File: config.mk
export PLATFORM = sky130hd
export DESIGN_NAME = seq_recursive_mult
export DESIGN_NICKNAME = d
export VERILOG_FILES = /design/src/rtl/seq_recursive_mult.sv
export SDC_FILE = /design/constraint.sdc
export NUM_CORES = 1
export LEC_CHECK = 0
export CAP_MARGIN = 20
export CORE_MARGIN = 2
export CORE_UTILIZATION = 35
export CTS_BUF_LIST = sky130_fd_sc_hd__clkbuf_4
export DETAILED_ROUTE_END_ITERATION = 12
export GPL_TIMING_DRIVEN = 0
export PLACE_DENSITY = 0.55
export REMOVE_ABC_BUFFERS = 1
export SYNTH_ARGS = -nofsm -noshare
export SYNTH_HDL_FRONTEND = slang
export SYNTH_SLANG_ARGS = --single-unit
File: constraint.sdc
create_clock -name clk -period 7.6 [get_ports clk]
set_input_delay 1.52 -clock clk [delete_from_list [all_inputs] [get_ports clk]]
set_output_delay 1.52 -clock clk [all_outputs]
set_load 0.1 [all_outputs]
File: src/rtl/seq_recursive_mult.sv
// Iterative WIDTH x WIDTH multiplier: one (WIDTH/2)^2 sub-multiplier is time-shared over four
// quadrant products. Each quadrant can be truncated per transaction. RECMUL_ERR_CNT_EN adds an exact-vs-approx mismatch counter.
`timescale 1ns/1ps
module seq_recursive_mult #(
    parameter int WIDTH = 8,
    parameter int TRUNC = 2
) (
    input  logic                 clk,
    input  logic                 rst_n,
    input  logic                 in_valid,
    output logic                 in_ready,
    input  logic [WIDTH-1:0]     a,
    input  logic [WIDTH-1:0]     b,
    input  logic [3:0]           approx_mask,
    output logic                 out_valid,
    input  logic                 out_ready,
    output logic [2*WIDTH-1:0]   p,
    output logic                 busy
`ifdef RECMUL_ERR_CNT_EN
   ,output logic [15:0]          err_cnt
`endif
);
    localparam int H = WIDTH / 2;
    localparam logic [WIDTH-1:0] KEEP_MASK = {WIDTH{1'b1}} << TRUNC;

    typedef enum logic [2:0] {IDLE, Q0, Q1, Q2, Q3, DONE} state_t;

    state_t               state_reg, state_next;
    logic [WIDTH-1:0]     a_reg, b_reg;
    logic [3:0]           mask_reg;
    logic [2*WIDTH-1:0]   acc_reg, p_reg;
    logic                 accept;

    logic [H-1:0]         sub_a, sub_b;
    logic                 approx_sel;
    logic [WIDTH-1:0]     q_full, q_kept;
    logic [2*WIDTH-1:0]   q_ext, term, acc_sum;

    assign in_ready  = (state_reg == IDLE) || ((state_reg == DONE) && out_ready);
    assign accept    = in_valid && in_ready;
    assign out_valid = (state_reg == DONE);
    assign busy      = (state_reg == Q0) || (state_reg == Q1) ||
                       (state_reg == Q2) || (state_reg == Q3);
    assign p         = p_reg;

    always_ff @(posedge clk or negedge rst_n) begin
        if (!rst_n) state_reg <= IDLE;
        else        state_reg <= state_next;
    end

    always_comb begin
        state_next = state_reg;
        case (state_reg)
            IDLE:    if (accept) state_next = Q0;
            Q0:      state_next = Q1;
            Q1:      state_next = Q2;
            Q2:      state_next = Q3;
            Q3:      state_next = DONE;
            DONE: begin
                if (out_ready) state_next = in_valid ? Q0 : IDLE;
            end
            default: state_next = IDLE;
        endcase
    end

    // Quadrant operand routing: LL, HL, LH, HH in Q0..Q3.
    always_comb begin
        sub_a      = '0;
        sub_b      = '0;
        approx_sel = 1'b0;
        case (state_reg)
            Q0: begin sub_a = a_reg[H-1:0];     sub_b = b_reg[H-1:0];     approx_sel = mask_reg[0]; end
            Q1: begin sub_a = a_reg[WIDTH-1:H]; sub_b = b_reg[H-1:0];     approx_sel = mask_reg[1]; end
            Q2: begin sub_a = a_reg[H-1:0];     sub_b = b_reg[WIDTH-1:H]; approx_sel = mask_reg[2]; end
            Q3: begin sub_a = a_reg[WIDTH-1:H]; sub_b = b_reg[WIDTH-1:H]; approx_sel = mask_reg[3]; end
            default: ;
        endcase
    end

    assign q_full = WIDTH'(sub_a) * WIDTH'(sub_b);
    assign q_kept = approx_sel ? (q_full & KEEP_MASK) : q_full;
    assign q_ext  = {{WIDTH{1'b0}}, q_kept};

    always_comb begin
        term = '0;
        case (state_reg)
            Q0:      term = q_ext;
            Q1, Q2:  term = q_ext << H;
            Q3:      term = q_ext << WIDTH;
            default: ;
        endcase
    end

    assign acc_sum = acc_reg + term;

`ifdef RECMUL_ERR_CNT_EN
    logic [2*WIDTH-1:0] exact_reg, exact_term, exact_sum;
    logic [15:0]        err_cnt_reg;
    logic [2*WIDTH-1:0] qx_ext;

    assign qx_ext = {{WIDTH{1'b0}}, q_full};
    always_comb begin
        exact_term = '0;
        case (state_reg)
            Q0:      exact_term = qx_ext;
            Q1, Q2:  exact_term = qx_ext << H;
            Q3:      exact_term = qx_ext << WIDTH;
            default: ;
        endcase
    end
    assign exact_sum = exact_reg + exact_term;
    assign err_cnt   = err_cnt_reg;

    always_ff @(posedge clk or negedge rst_n) begin
        if (!rst_n) begin
            exact_reg   <= '0;
            err_cnt_reg <= '0;
        end else if (accept) begin
            exact_reg <= '0;
        end else if (busy) begin
            exact_reg <= exact_sum;
            // Compare final sums on the Q3 -> DONE edge; counter saturates.
            if ((state_reg == Q3) && (acc_sum != exact_sum) && (err_cnt_reg != 16'hFFFF))
                err_cnt_reg <= err_cnt_reg + 16'd1;
        end
    end
`endif

    always_ff @(posedge clk or negedge rst_n) begin
        if (!rst_n) begin
            a_reg    <= '0;
            b_reg    <= '0;
            mask_reg <= '0;
            acc_reg  <= '0;
            p_reg    <= '0;
        end else if (accept) begin
            a_reg    <= a;
            b_reg    <= b;
            mask_reg <= approx_mask;
            acc_reg  <= '0;
        end else if (busy) begin
            acc_reg <= acc_sum;
            // p is a separate register so it survives the acc clear of a back-to-back accept.
            if (state_reg == Q3) p_reg <= acc_sum;
        end
    end
endmodule

; ---- Yosys cells after proc, flatten, opt, wreduce, memory -nomap -nowiden
; Cells that the tools add are included.
; Widths: inputs -> output; s select.
[totals]
ff_bits = 55
in_bits = 24
out_inout_bits = 19
word_cells = 42
[op_classes]
addsub = 1
n_mul = 1
eq_ne = 7
n_mux = 11
bitwise = 1
n_reduce_logical = 15
[ops]
columns = operator, n
row1 = $pmux 16 s3, 1
row2 = $mux 16, 2
row3 = $pmux 3 s6, 1
row4 = $add 16x16->16, 1
row5 = $pmux 4 s2, 2
row6 = $reduce_or 2->1, 5
row7 = $mul 4x4->8, 1
row8 = $eq 3x2->1 const B, 2
row9 = $eq 3x3->1 const B, 2
row10 = $mux 3, 2
row11 = $logic_or 1x1->1, 4
row12 = $pmux 1 s4, 1
row13 = $eq 3x1->1 const B, 1
row14 = $logic_not 3->1, 1
row15 = $reduce_and 3->1, 1
row16 = $logic_and 1x1->1, 2
row17 = $mux 2, 1
row18 = $ne 2x1->1 const B, 1
row19 = $ne 2x2->1 const B, 1
row20 = $reduce_and 2->1, 1
row21 = $reduce_bool 2->1, 1
row22 = $mux 1, 1
row23 = $not 1->1, 1

; ---- Longest topological paths before layout
; Gate-level depths: netlist of run 1.
[depth]
ltp_word = 9
ltp_mapped = 26
depth_no_buf = 24

; ---- Least setup slack after synthesis of run 1
; OpenSTA, ideal clock, no wires.
[synth_path]
path_type = reg-to-reg
startpoint = register state_reg[0]
endpoint = register p_reg[14], in the netlist p[14]
setup_time_ns = 0.136
t_arrival_ns = 4.982
t_required_ns = 7.464
path_slack_ns = 2.482
stages_incl_launch_ff = 26
n_path_buf = 3
synth_period_minus_slack_ns = 5.118
cell_sequence = dfrtp_1 buf_4 nor2_4 and2_1 buf_2 buf_4 a21oi_1 or2_2 fa_1 inv_1 fa_1 ha_1 a211oi_2 o21bai_1 a21oi_2 xor2_2 a2bb2oi_1 nor2_1 ha_1 a21oi_1 o21ai_0 a31oi_1 nand2_1 a31oi_1 xor2_1 o21ai_0
[synth_via]
elab_chain_len = 7
word_cells_on_any_way = 26
cone_classes = 1 x add/sub / 1 x mul / 5 x eq/ne / 5 x mux / 1 x bitwise / 13 x reduce/logical
[synth_rtl]
columns = item, line_no
row1 = start: declaration, 28  ; state_t state_reg, state_next;
row2 = start signal: assignment, 48  ; else state_reg <= state_next;
row3 = $eq 3x2->1 (tied with other cells), "42, 71, 86"
row4 = $reduce_or 2->1 (no line), --
row5 = $pmux 4 s2, 71  ; case (state_reg)
row6 = $mul 4x4->8, 80  ; assign q_full = WIDTH'(sub_a) * WIDTH'(sub_b);
row7 = $mux 2, 81  ; assign q_kept = approx_sel ? (q_full & KEEP_MASK) : q_full;
row8 = $pmux 16 s3, 86  ; case (state_reg)
row9 = $add 16x16->16, 94  ; assign acc_sum = acc_reg + term;
row10 = end signal: assignment, 144  ; if (state_reg == Q3) p_reg <= acc_sum;
row11 = end: declaration, 31  ; logic [2*WIDTH-1:0] acc_reg, p_reg;
; Several ways; a longest one is shown, not always the timed one.
; A chain may end at the register's enable or synchronous reset.

; ---- Worst setup path in the final report of run 1
[layout_path]
startpoint = register state_reg[2]
endpoint = register p_reg[14], in the netlist p[14]
; The elaborated chain is that of the path after synthesis.

==> impl_metrics.csv, run 1 <==
group,metric,value,unit
outcome,status,"finished, final reports clean",
synthesis,synthArstFlopShare,1.00,
worst_setup_path,startpoint_type,"flip-flop",
place,port_buffers,42,
global_routing,grt_overflow,0,
global_routing,grt_pass1_vias,2807,
synthesis,ys_ff_latch,55,
worst_setup_path,critPathBufInv,1,
floorplanning,start_util,0.364,
clock_tree,root_buffer,"clkbuf_4",
finish,nNetsFinal,483,
pwr,power_frac_seq,0.267,
route,num_vias,2864,
sta,finalCritPeriodShare,0.826,
synthesis,synth.avg_cell_area,9.59,sq um
worst_setup_path,critPathMaxFanout,27,
worst_hold_path,hp-start,"p[10]",
clock_tree,cts_resized,0,
clock_tree,cts_buffers,5,
route,ant_nets,0,
route,vias_per_cell,5.09,
synthesis,synth_edf_count,0,
pwr,p_int,951,uW
worst_setup_path,cp_num_cells,21,
route,detail_route.first_pass.iterations,4,
worst_setup_path,cpMaxStageDelayCell,"dfrtp_1",
finish,antenna_cells,0,
worst_setup_path,cp.required,7.88,ns
route,route.detailed.wl_per_inst,14.4,um
sta,setup_viol_count_final,0,
sta,fin_crit,6.28,ns
worst_setup_path,critPathTopFamily,"compound AO/OA/AOI/OAI gates",
sta,max_freq,159,MHz
global_routing,grt_max_degree,38,
pwr,comb_power_share,0.652,
worst_setup_path,startpoint,"state_reg[2]",
route,drc,0,
route,drtIter0Drc,65,
clock_tree,path_clk_slew,0.15,ns
clock_tree,cts_buffer_depth,2,
sta,worst_pin_slew,0.962,ns
worst_setup_path,r2r_cells,21,
worst_hold_path,hold_path_depth,2,
floorplanning,fp.dieH,108,um
pwr,switchingPower,1.05,mW
pwr,p_per_area,455,nW/um^2
place,gp_congestion,0.838,
synthesis,synth_ff_type,"dfrtp_1",
worst_setup_path,timing.rr.end,"p[14]",
worst_setup_path,cpPeakStageDelay,0.93,ns
synthesis,syn_area,3790,sq um
pwr,vdd_ir_drop_max,240,uV
floorplanning,die_x,108,um
synthesis,ys_warn_count,0,
pwr,p_clk_frac,0.082,
global_routing,grt_pass1_wl,13800,um
worst_hold_path,hp-class,"reg -> reg",
route,routed_wl,8120,um
place,place_area,4290,sq um
clock_tree,cts_setup_buffers,0,
synthesis,ys_types,58,
floorplanning,io_pins,43,
clock_tree,cts_tree,"built",
clock_tree,holdBufCountCts,0,
floorplanning,rows,37,
synthesis,yosysSeqAreaShare,0.363,
global_routing,track_usage,0.147,
synthesis,synth_cells,395,
worst_setup_path,end_kind,"flip-flop",
worst_setup_path,reg2reg_from,"state_reg[2]",
finish,stdcell_area,4390,sq um
worst_setup_path,endpoint,"p[14]",
sta,fin_worst_skew,0.0209,ns
worst_setup_path,cp_cell_sequence,"and2_1 -> a21oi_1 -> or2_2 -> fa_1 -> inv_1 -> fa_1 -> ha_1 -> a211oi_2 -> o21bai_1 -> a21oi_2 -> xor2_2 -> a2bb2oi_1 -> nor2_1 -> ha_1 -> a21oi_1 -> o21ai_0 -> a31oi_1 -> nand2_1 -> a31oi_1 -> xor2_1 -> o21ai_0",
place,hpwl,6180,um
global_routing,antenna_found_initial,0,
sta,fin_tns_setup,0,ns
worst_setup_path,critical_path_class,"reg -> reg",
sta,rsz0062_at_grt,"false",
clock_tree,htree_levels,2,
floorplanning,coreArea,10400,sq um
pwr,leakage,2.00,nW
sta,slew_headroom,0.356,
clock_tree,clock_sinks,55,
worst_setup_path,critPathArrivalTime,6.55,ns
finish,syn_to_final_growth,16.0,%
pwr,p_sw_frac,0.525,
floorplanning,dieArea,11700,sq um
job,maxCapViolations,0,
clock_tree,clock_latency,0.39,ns
worst_setup_path,rrSetupSlack,1.32,ns
sta,finalHoldViolCount,0,
finish,drive_above_1_share,0.133,
sta,final_max_slew_viol_count,0,
## cells by family after synthesis
logic type      Yosys count  share of synthesized area
fa+ha+maj                32                      0.116
xor+xnor                 19                     0.0479
compound gates          106                      0.177
mux                      27                     0.0935
simple gates            121                      0.157
flops                    55                      0.363
buf+inv                  35                     0.0459
## worst min-delay path by stage
stage	endpoint	slack [ns]
6_report	p[10]	0.49
3_3_place_gp	p[6]	0.46
5_1_grt	acc_reg[15]	0.52
2_1_floorplan	acc_reg[15]	0.47
3_5_place_dp	p[10]	0.47
4_1_cts	p[10]	0.50
## layout make-up
| type | count | area [sq um] |
|---|---|---|
| Multi-Input combinational cell | 305 | 2240 |
| Sequential cell | 55 | 1380 |
| Clock inverter | 2 | 37.5 |
| Tap cell | 136 | 170 |
| Fill cell | 1049 | 6020 |
| Timing Repair Buffer | 45 | 478 |
| Clock buffer | 5 | 37.5 |
| Inverter | 15 | 56.3 |
## worst register-to-register path, cell delays in order (launching register included)
cell and delay [ns]:
dfrtp_1 0.93, and2_1 0.63, a21oi_1 0.26, or2_2 0.35
fa_1 0.50, inv_1 0.05, fa_1 0.49, ha_1 0.34
a211oi_2 0.22, o21bai_1 0.12, a21oi_2 0.18, xor2_2 0.33
a2bb2oi_1 0.21, nor2_1 0.07, ha_1 0.39, a21oi_1 0.21
o21ai_0 0.14, a31oi_1 0.19, nand2_1 0.07, a31oi_1 0.19
xor2_1 0.21, o21ai_0 0.10
## Yosys cell counts (2+ instances only)
library cell / instances / share of area
and2_1: 5 / 0.0083
a21oi_2: 4 / 0.0092
xor2_1: 10 / 0.023
a22o_1: 3 / 0.0069
and3_1: 5 / 0.0083
buf_4: 3 / 0.0059
or2_2: 3 / 0.0050
a21o_1: 3 / 0.0059
nand2b_1: 2 / 0.0033
ha_1: 27 / 0.089
or2_1: 2 / 0.0033
mux2_2: 11 / 0.033
o21ai_1: 3 / 0.0040
inv_1: 15 / 0.015
buf_6: 4 / 0.012
o31ai_1: 2 / 0.0040
xnor2_1: 7 / 0.016
a22oi_1: 11 / 0.022
o21bai_1: 2 / 0.0040
a31oi_1: 5 / 0.0083
clkbuf_1: 11 / 0.011
mux2_4: 14 / 0.056
xor2_2: 2 / 0.0086
fa_1: 5 / 0.026
nand4_1: 3 / 0.0050
o21ai_0: 33 / 0.044
nor3_1: 2 / 0.0026
nand2_1: 34 / 0.034
dfrtp_1: 55 / 0.36
o211ai_1: 3 / 0.0059
nor2b_1: 5 / 0.0083
nand3_1: 16 / 0.021
mux2i_1: 2 / 0.0053
nor2_1: 35 / 0.035
a21oi_1: 25 / 0.033
## power by group through the flow
stage                     Sequential, mW  Combinational, mW  Clock [mW]
final                              0.533               1.30       0.163
after global routing               0.555               1.43       0.183
after CTS                          0.537               1.31       0.172
after detailed placement           0.543               1.30           0
after global placement             0.539               1.27           0
after floorplan                    0.755              0.764           0
## metal layers
| layer | GRT usage | vias to the layer above | wire [um] |
|---|---|---|---|
| li1 | - | 1457 | - |
| met1 | 0.196 | 1349 | 3860 |
| met2 | 0.256 | 53 | 3930 |
| met3 | 0.0235 | 5 | 273 |
| met4 | 0.0256 | 0 | 57 |
| met5 | 0 | - | 0 |
## cell usage in the layout (no fill, tap or decap), types with 4 or more instances in the layout
cell and count:
fa_1 5, xor2_1 10, nor2_1 35, a31oi_1 5
a21oi_2 4, inv_1 15, a22oi_1 11, clkdlybuf4s50_1 41
xnor2_1 7, nand3_1 16, and3_1 5, mux2_4 14
clkbuf_4 5, and2_1 5, ha_1 27, o21ai_0 33
mux2_2 11, nor2b_1 5, nand2_1 34, dfrtp_1 55
a21oi_1 25
## stage by stage
stage | utilization | worst slack, ns | hold WS (ns) | power [mW] | cells
finish | 0.422 | 1.32 | 0.493 | 2.00 | 563
global route | 0.422 | 0.799 | 0.524 | 2.17 | 563
CTS | 0.419 | 1.15 | 0.505 | 2.02 | 562
detailed placement | 0.412 | 1.20 | 0.469 | 1.85 | 555
global placement | 0.409 | 1.19 | 0.461 | 1.81 | 553
floorplan | - | 2.25 | 0.466 | 1.52 | 375
No activity file was read; power rests on OpenSTA's default activity.
==> inputs of run 2 (changes only) <==
Settings changed: PLACE_DENSITY 0.55 to 0.57.
Clock period 7.6 ns to 5.7 ns, I/O delays scaled along.
==> impl_metrics.csv, run 2 (same netlist as run 1, synthesis figures left out) <==
group,metric,value,unit
finish,antenna_cells,0,
clock_tree,cts_tree,"built",
floorplanning,dieArea,11700,sq um
place,hpwl,6140,um
job,maxCapViolations,0,
finish,mostFrequentLayoutCell,"dfrtp_1",
clock_tree,path_clk_slew,0.16,ns
worst_setup_path,cp_cell_sequence,"nor2_4 -> and2_4 -> a21oi_1 -> or2_2 -> fa_1 -> inv_1 -> fa_1 -> ha_1 -> a211oi_2 -> o21bai_1 -> a21oi_2 -> xor2_2 -> a2bb2oi_1 -> nor2_1 -> ha_4 -> a21oi_1 -> o21ai_0 -> a31oi_1 -> nand2_1 -> a31oi_1 -> xor2_1 -> o21ai_0",
global_routing,grt_pass1_vias,2933,
worst_setup_path,critPathMaxFanout,8,
sta,max_freq,187,MHz
worst_setup_path,rrSetupSlack,0.36,ns
worst_setup_path,critPathTopFamily,"compound AO/OA/AOI/OAI gates",
route,routed_wl,8400,um
finish,drive_above_1_share,0.185,
clock_tree,root_buffer,"clkbuf_4",
finish,fill_cells,1053,
finish,syn_to_final_growth,19.9,%
finish,mostFrequentLayoutCells,"52 x dfrtp_1, 41 x clkdlybuf4s50_1, 35 x nor2_1, 34 x nand2_1, 33 x o21ai_0",
worst_setup_path,cpPeakStageDelay,0.58,ns
worst_setup_path,timing.rr.end,"acc_reg[14]",
worst_setup_path,critPathArrivalTime,5.64,ns
sta,final_max_slew_viol_count,0,
worst_setup_path,end_kind,"flip-flop",
worst_setup_path,startpoint,"state_reg[1]",
worst_setup_path,reg2reg_from,"state_reg[1]",
pwr,finalPower,2.74,mW
place,place_ws,-0.715,ns
sta,worst_pin_slew,0.976,ns
sta,hold_slack,0.496,ns
route,vias_per_cell,5.09,
sta,rsz0062_at_grt,"false",
route,drtIter0Drc,151,
worst_hold_path,hp-start,"p[5]",
sta,fin_crit,5.34,ns
sta,fin_ws,0.355,ns
finish,nNetsFinal,501,
worst_setup_path,cp.required,5.99,ns
floorplanning,start_util,0.364,
worst_setup_path,critical_path_class,"reg -> reg",
sta,finalHoldViolCount,0,
global_routing,grt_pass1_wl,14100,um
pwr,leakage,2.07,nW
floorplanning,fp.dieH,108,um
route,drc,0,
worst_hold_path,hold_path_depth,2,
worst_setup_path,critPathBufInv,1,
place,dpl.cell_count,555,
sta,fin_worst_skew,0.0127,ns
sta,slew_headroom,0.347,
worst_hold_path,hold_path_end,"p[5]",
route,detail_route.first_pass.iterations,4,
outcome,status,"finished, final reports clean",
clock_tree,clock_latency,0.39,ns
worst_setup_path,startpoint_type,"flip-flop",
finish,multiInputGateArea,2290,sq um
route,ant_nets,0,
worst_setup_path,cpMaxStageDelayCell,"dfrtp_4",
finish,final_cells,580,
pwr,p_per_area,603,nW/um^2
clock_tree,clock_sinks,55,
pwr,vdd_ir_drop_max,308,uV
clock_tree,htree_levels,2,
floorplanning,coreArea,10400,sq um
clock_tree,cts_buffer_depth,2,
place,gp_congestion,0.839,
route,num_vias,2954,
worst_hold_path,hp-class,"reg -> reg",
global_routing,track_usage,0.150,
sta,finalCritPeriodShare,0.938,
route,route.detailed.wl_per_inst,14.5,um
floorplanning,io_pins,43,
global_routing,antenna_found_initial,0,
floorplanning,die_x,108,um
finish,ff_latch_area,1390,sq um
place,port_buffers,42,
worst_setup_path,r2r_cells,22,
global_routing,grt_max_degree,38,
floorplanning,rows,37,
global_routing,grt_overflow,0,
clock_tree,cts_buffers,5,
sta,setup_viol_count_final,0,
-- run 2: cell types whose count changed in the layout (fill, tap and decap cells not counted), moves of 2 or more --
| cell | delta |
|---|---|
| a21oi_1 | -2 |
| dfrtp_4 | +3 |
| dfrtp_1 | -3 |
| buf_4 | +14 |
| a21oi_2 | +2 |
-- run 2: worst max path at each step --
| stage | slack (ns) | to | depth (start not counted) |
|---|---|---|---|
| 4_1_cts | 0.05 | p[14] | 22 |
| 5_1_grt | 0.02 | p[13] | 21 |
| 3_3_place_gp | -0.66 | acc_reg[14] | 21 |
| 2_1_floorplan | 0.35 | acc_reg[14] | 21 |
| 3_5_place_dp | -0.71 | p[14] | 21 |
| 6_report | 0.36 | acc_reg[14] | 22 |
-- run 2: final cells by class --
type	instances	share of cell area
repair buffers	61	0.131
well taps	136	0.0375
flip-flops and latches	55	0.306
clock buffers	6	0.00992
multi-input cells	307	0.504
inverters	15	0.0124
-- run 2: where the power goes --
part | total [mW] | internal [mW] | switching (mW)
sequential | 0.704 | 0.561 | 0.142
combinational | 1.86 | 0.698 | 1.17
clock | 0.173 | 0.0491 | 0.124
total | 2.74 | 1.31 | 1.43
-- run 2: what timing repair did --
item / in CTS / in global routing
endpoints found under the setup margin: 18 / 15
resized for setup: 6 / 7
buffers inserted: 2 / 14
cloned: 0 / 2
pin swaps: 1 / 3
hold buffers: 0 / 0
-- run 2: stage by stage --
step	utilization	TNS (ns)	area, sq um
after global placement	0.409	-7.43	4260
after CTS	0.418	0	4360
final	0.436	0	4540
after global routing	0.436	0	4540
after floorplan	-	0	3670
after detailed placement	0.412	-9.06	4290
-- run 2: worst min-delay path: cells and delay by family (launching register included) --
kind | cells | cell delay (ns)
AND/OR/NAND/NOR | 1 | 0.05
AO/OA/AOI/OAI | 1 | 0.06
flip-flops | 1 | 0.37
-- run 2: per-layer routing --
metal	vias up	routed length [um]	track usage
met5	-	0	0
met4	0	103	0.0403
met3	11	286	0.0259
met2	55	4130	0.259
met1	1395	3880	0.194
li1	1493	-	-
==> inputs of run 3 (changes only) <==
Settings changed: CAP_MARGIN 20 to 30, REMOVE_ABC_BUFFERS 1 to default.
==> impl_metrics.csv, run 3 (same netlist as run 1, synthesis figures left out) <==
group,metric,value,unit
route,top_layer,"met4",
worst_setup_path,timing.rr.end,"acc_reg[15]",
route,drc,0,
finish,drive_above_1_share,0.197,
route,route.detailed.wl_per_inst,15.5,um
synthesis,syn_nets,451,
sta,fin_crit,5.36,ns
route,met2_length,4400,um
worst_setup_path,critPathArrivalTime,5.69,ns
sta,slew_headroom,0.350,
sta,rsz0062_at_grt,"false",
job,maxCapViolations,0,
route,detail_route.first_pass.iterations,5,
finish,fill_cells,1030,
global_routing,track_usage,0.161,
sta,worst_pin_slew,0.972,ns
sta,fin_worst_skew,0.0181,ns
route,routed_wl,9110,um
worst_setup_path,critical_path_class,"reg -> reg",
clock_tree,htree_levels,2,
worst_setup_path,cp.required,6.03,ns
worst_setup_path,critPathMaxFanout,10,
floorplanning,start_util,0.364,
place,place_area,4390,sq um
finish,mostFrequentLayoutCells,"55 x dfrtp_1, 41 x clkdlybuf4s50_1, 35 x nor2_1, 34 x nand2_1, 31 x o21ai_0",
finish,antenna_cells,0,
pwr,leakage,2.10,nW
global_routing,grt_pass1_wl,14900,um
sta,fin_tns_setup,0,ns
sta,finalCritPeriodShare,0.940,
worst_hold_path,hp-class,"reg -> reg",
global_routing,antenna_found_initial,0,
pwr,vdd_ir_drop_max,386,uV
place,port_buffers,42,
worst_hold_path,hp-start,"p[6]",
sta,max_freq,187,MHz
worst_setup_path,reg2reg_from,"state_reg[0]",
floorplanning,die_x,108,um
clock_tree,cts_tree,"built",
worst_setup_path,startpoint,"state_reg[0]",
worst_setup_path,startpoint_type,"flip-flop",
sta,setup_viol_count_final,0,
floorplanning,coreArea,10400,sq um
worst_setup_path,rrSetupSlack,0.34,ns
global_routing,grt_pass1_vias,2982,
finish,stdcell_area,4660,sq um
route,vias_per_cell,5.10,
worst_setup_path,end_kind,"flip-flop",
place,dpl.cell_count,574,
finish,final_cells,588,
finish,nNetsFinal,507,
outcome,status,"finished, final reports clean",
floorplanning,dieArea,11700,sq um
pwr,p_per_area,617,nW/um^2
worst_hold_path,hold_path_depth,2,
finish,fin_util,0.447,
clock_tree,path_clk_slew,0.17,ns
finish,syn_to_final_growth,23.1,%
worst_setup_path,r2r_cells,24,
global_routing,grt_max_degree,36,
finish,mostFrequentLayoutCell,"dfrtp_1",
clock_tree,clock_latency,0.41,ns
route,num_vias,2997,
route,ant_nets,0,
sta,final_max_slew_viol_count,0,
global_routing,grt_overflow,0,
worst_hold_path,hold_path_end,"p[6]",
route,drtIter0Drc,91,
route,wl_met1,4300,um
clock_tree,root_buffer,"clkbuf_4",
place,hpwl,6900,um
floorplanning,rows,37,
floorplanning,io_pins,43,
clock_tree,cts_buffer_depth,2,
clock_tree,clock_sinks,55,
sta,finalHoldViolCount,0,
clock_tree,cts_buffers,5,
route,met3_wirelength,305,um
place,gp_congestion,0.882,
floorplanning,fp.dieH,108,um
==> run 3: layer usage <==
| layer | global-route usage | vias up |
|---|---|---|
| li1 | - | 1504 |
| met1 | 0.210 | 1419 |
| met2 | 0.285 | 65 |
| met3 | 0.0253 | 9 |
| met4 | 0.0284 | 0 |
| met5 | 0 | - |
==> run 3: timing repair <==
item | in CTS | in global routing
buffers inserted | 2 | 4
endpoints found under the setup margin | 9 | 16
resized for setup | 2 | 27
hold buffers | 0 | 0
hold endpoints to repair | 0 | 0
pin swaps | 3 | 17
==> run 3: report_power, final <==
group / switching (mW) / internal, mW / leakage (nW)
combinational: 1.25 / 0.699 / 1.35
clock: 0.134 / 0.136 / 0.0514
sequential: 0.104 / 0.555 / 0.695
==> run 3: per-stage QoR <==
| stage | total power, mW | worst slack, ns | hold slack (ns) |
|---|---|---|---|
| floorplan | 2.09 | 0.582 | 0.466 |
| global placement | 2.51 | -0.195 | 0.461 |
| detailed placement | 2.53 | -0.238 | 0.470 |
| CTS | 2.82 | 0.0295 | 0.506 |
| global route | 3.09 | 0.0125 | 0.524 |
| finish | 2.87 | 0.339 | 0.496 |
==> run 3: worst max-delay path, cell delays in order, from the launching register on <==
cell	delay, ns
dfrtp_1	0.40
buf_4	0.18
nor2_4	0.14
and2_4	0.16
buf_6	0.13
buf_12	0.14
a21oi_2	0.09
or2_2	0.29
fa_1	0.50
inv_1	0.05
fa_1	0.57
inv_1	0.09
fa_2	0.40
inv_1	0.07
a21o_2	0.11
a21oi_1	0.09
xnor2_2	0.18
a22o_1	0.20
ha_1	0.35
a21oi_1	0.31
o211ai_1	0.19
o21ai_2	0.22
o211ai_1	0.13
nand3_2	0.10
mux2i_1	0.17
==> run 3: worst max path at each step <==
stage / cells after the start / end
2_1_floorplan: 25 / p[14]
3_3_place_gp: 25 / acc_reg[14]
3_5_place_dp: 25 / acc_reg[14]
4_1_cts: 25 / acc_reg[14]
5_1_grt: 25 / acc_reg[15]
6_report: 24 / acc_reg[15]
==> run 3: cell type report <==
class	instances	area [sq um]	share of cell area
inverter	15	56.3	0.0121
buffer	20	141	0.0303
tap	136	170	0.0365
timing repair buffer	49	480	0.103
clock inverter	3	67.6	0.0145
clock buffer	5	37.5	0.00805
multi-input combinational	305	2330	0.500
sequential	55	1380	0.295
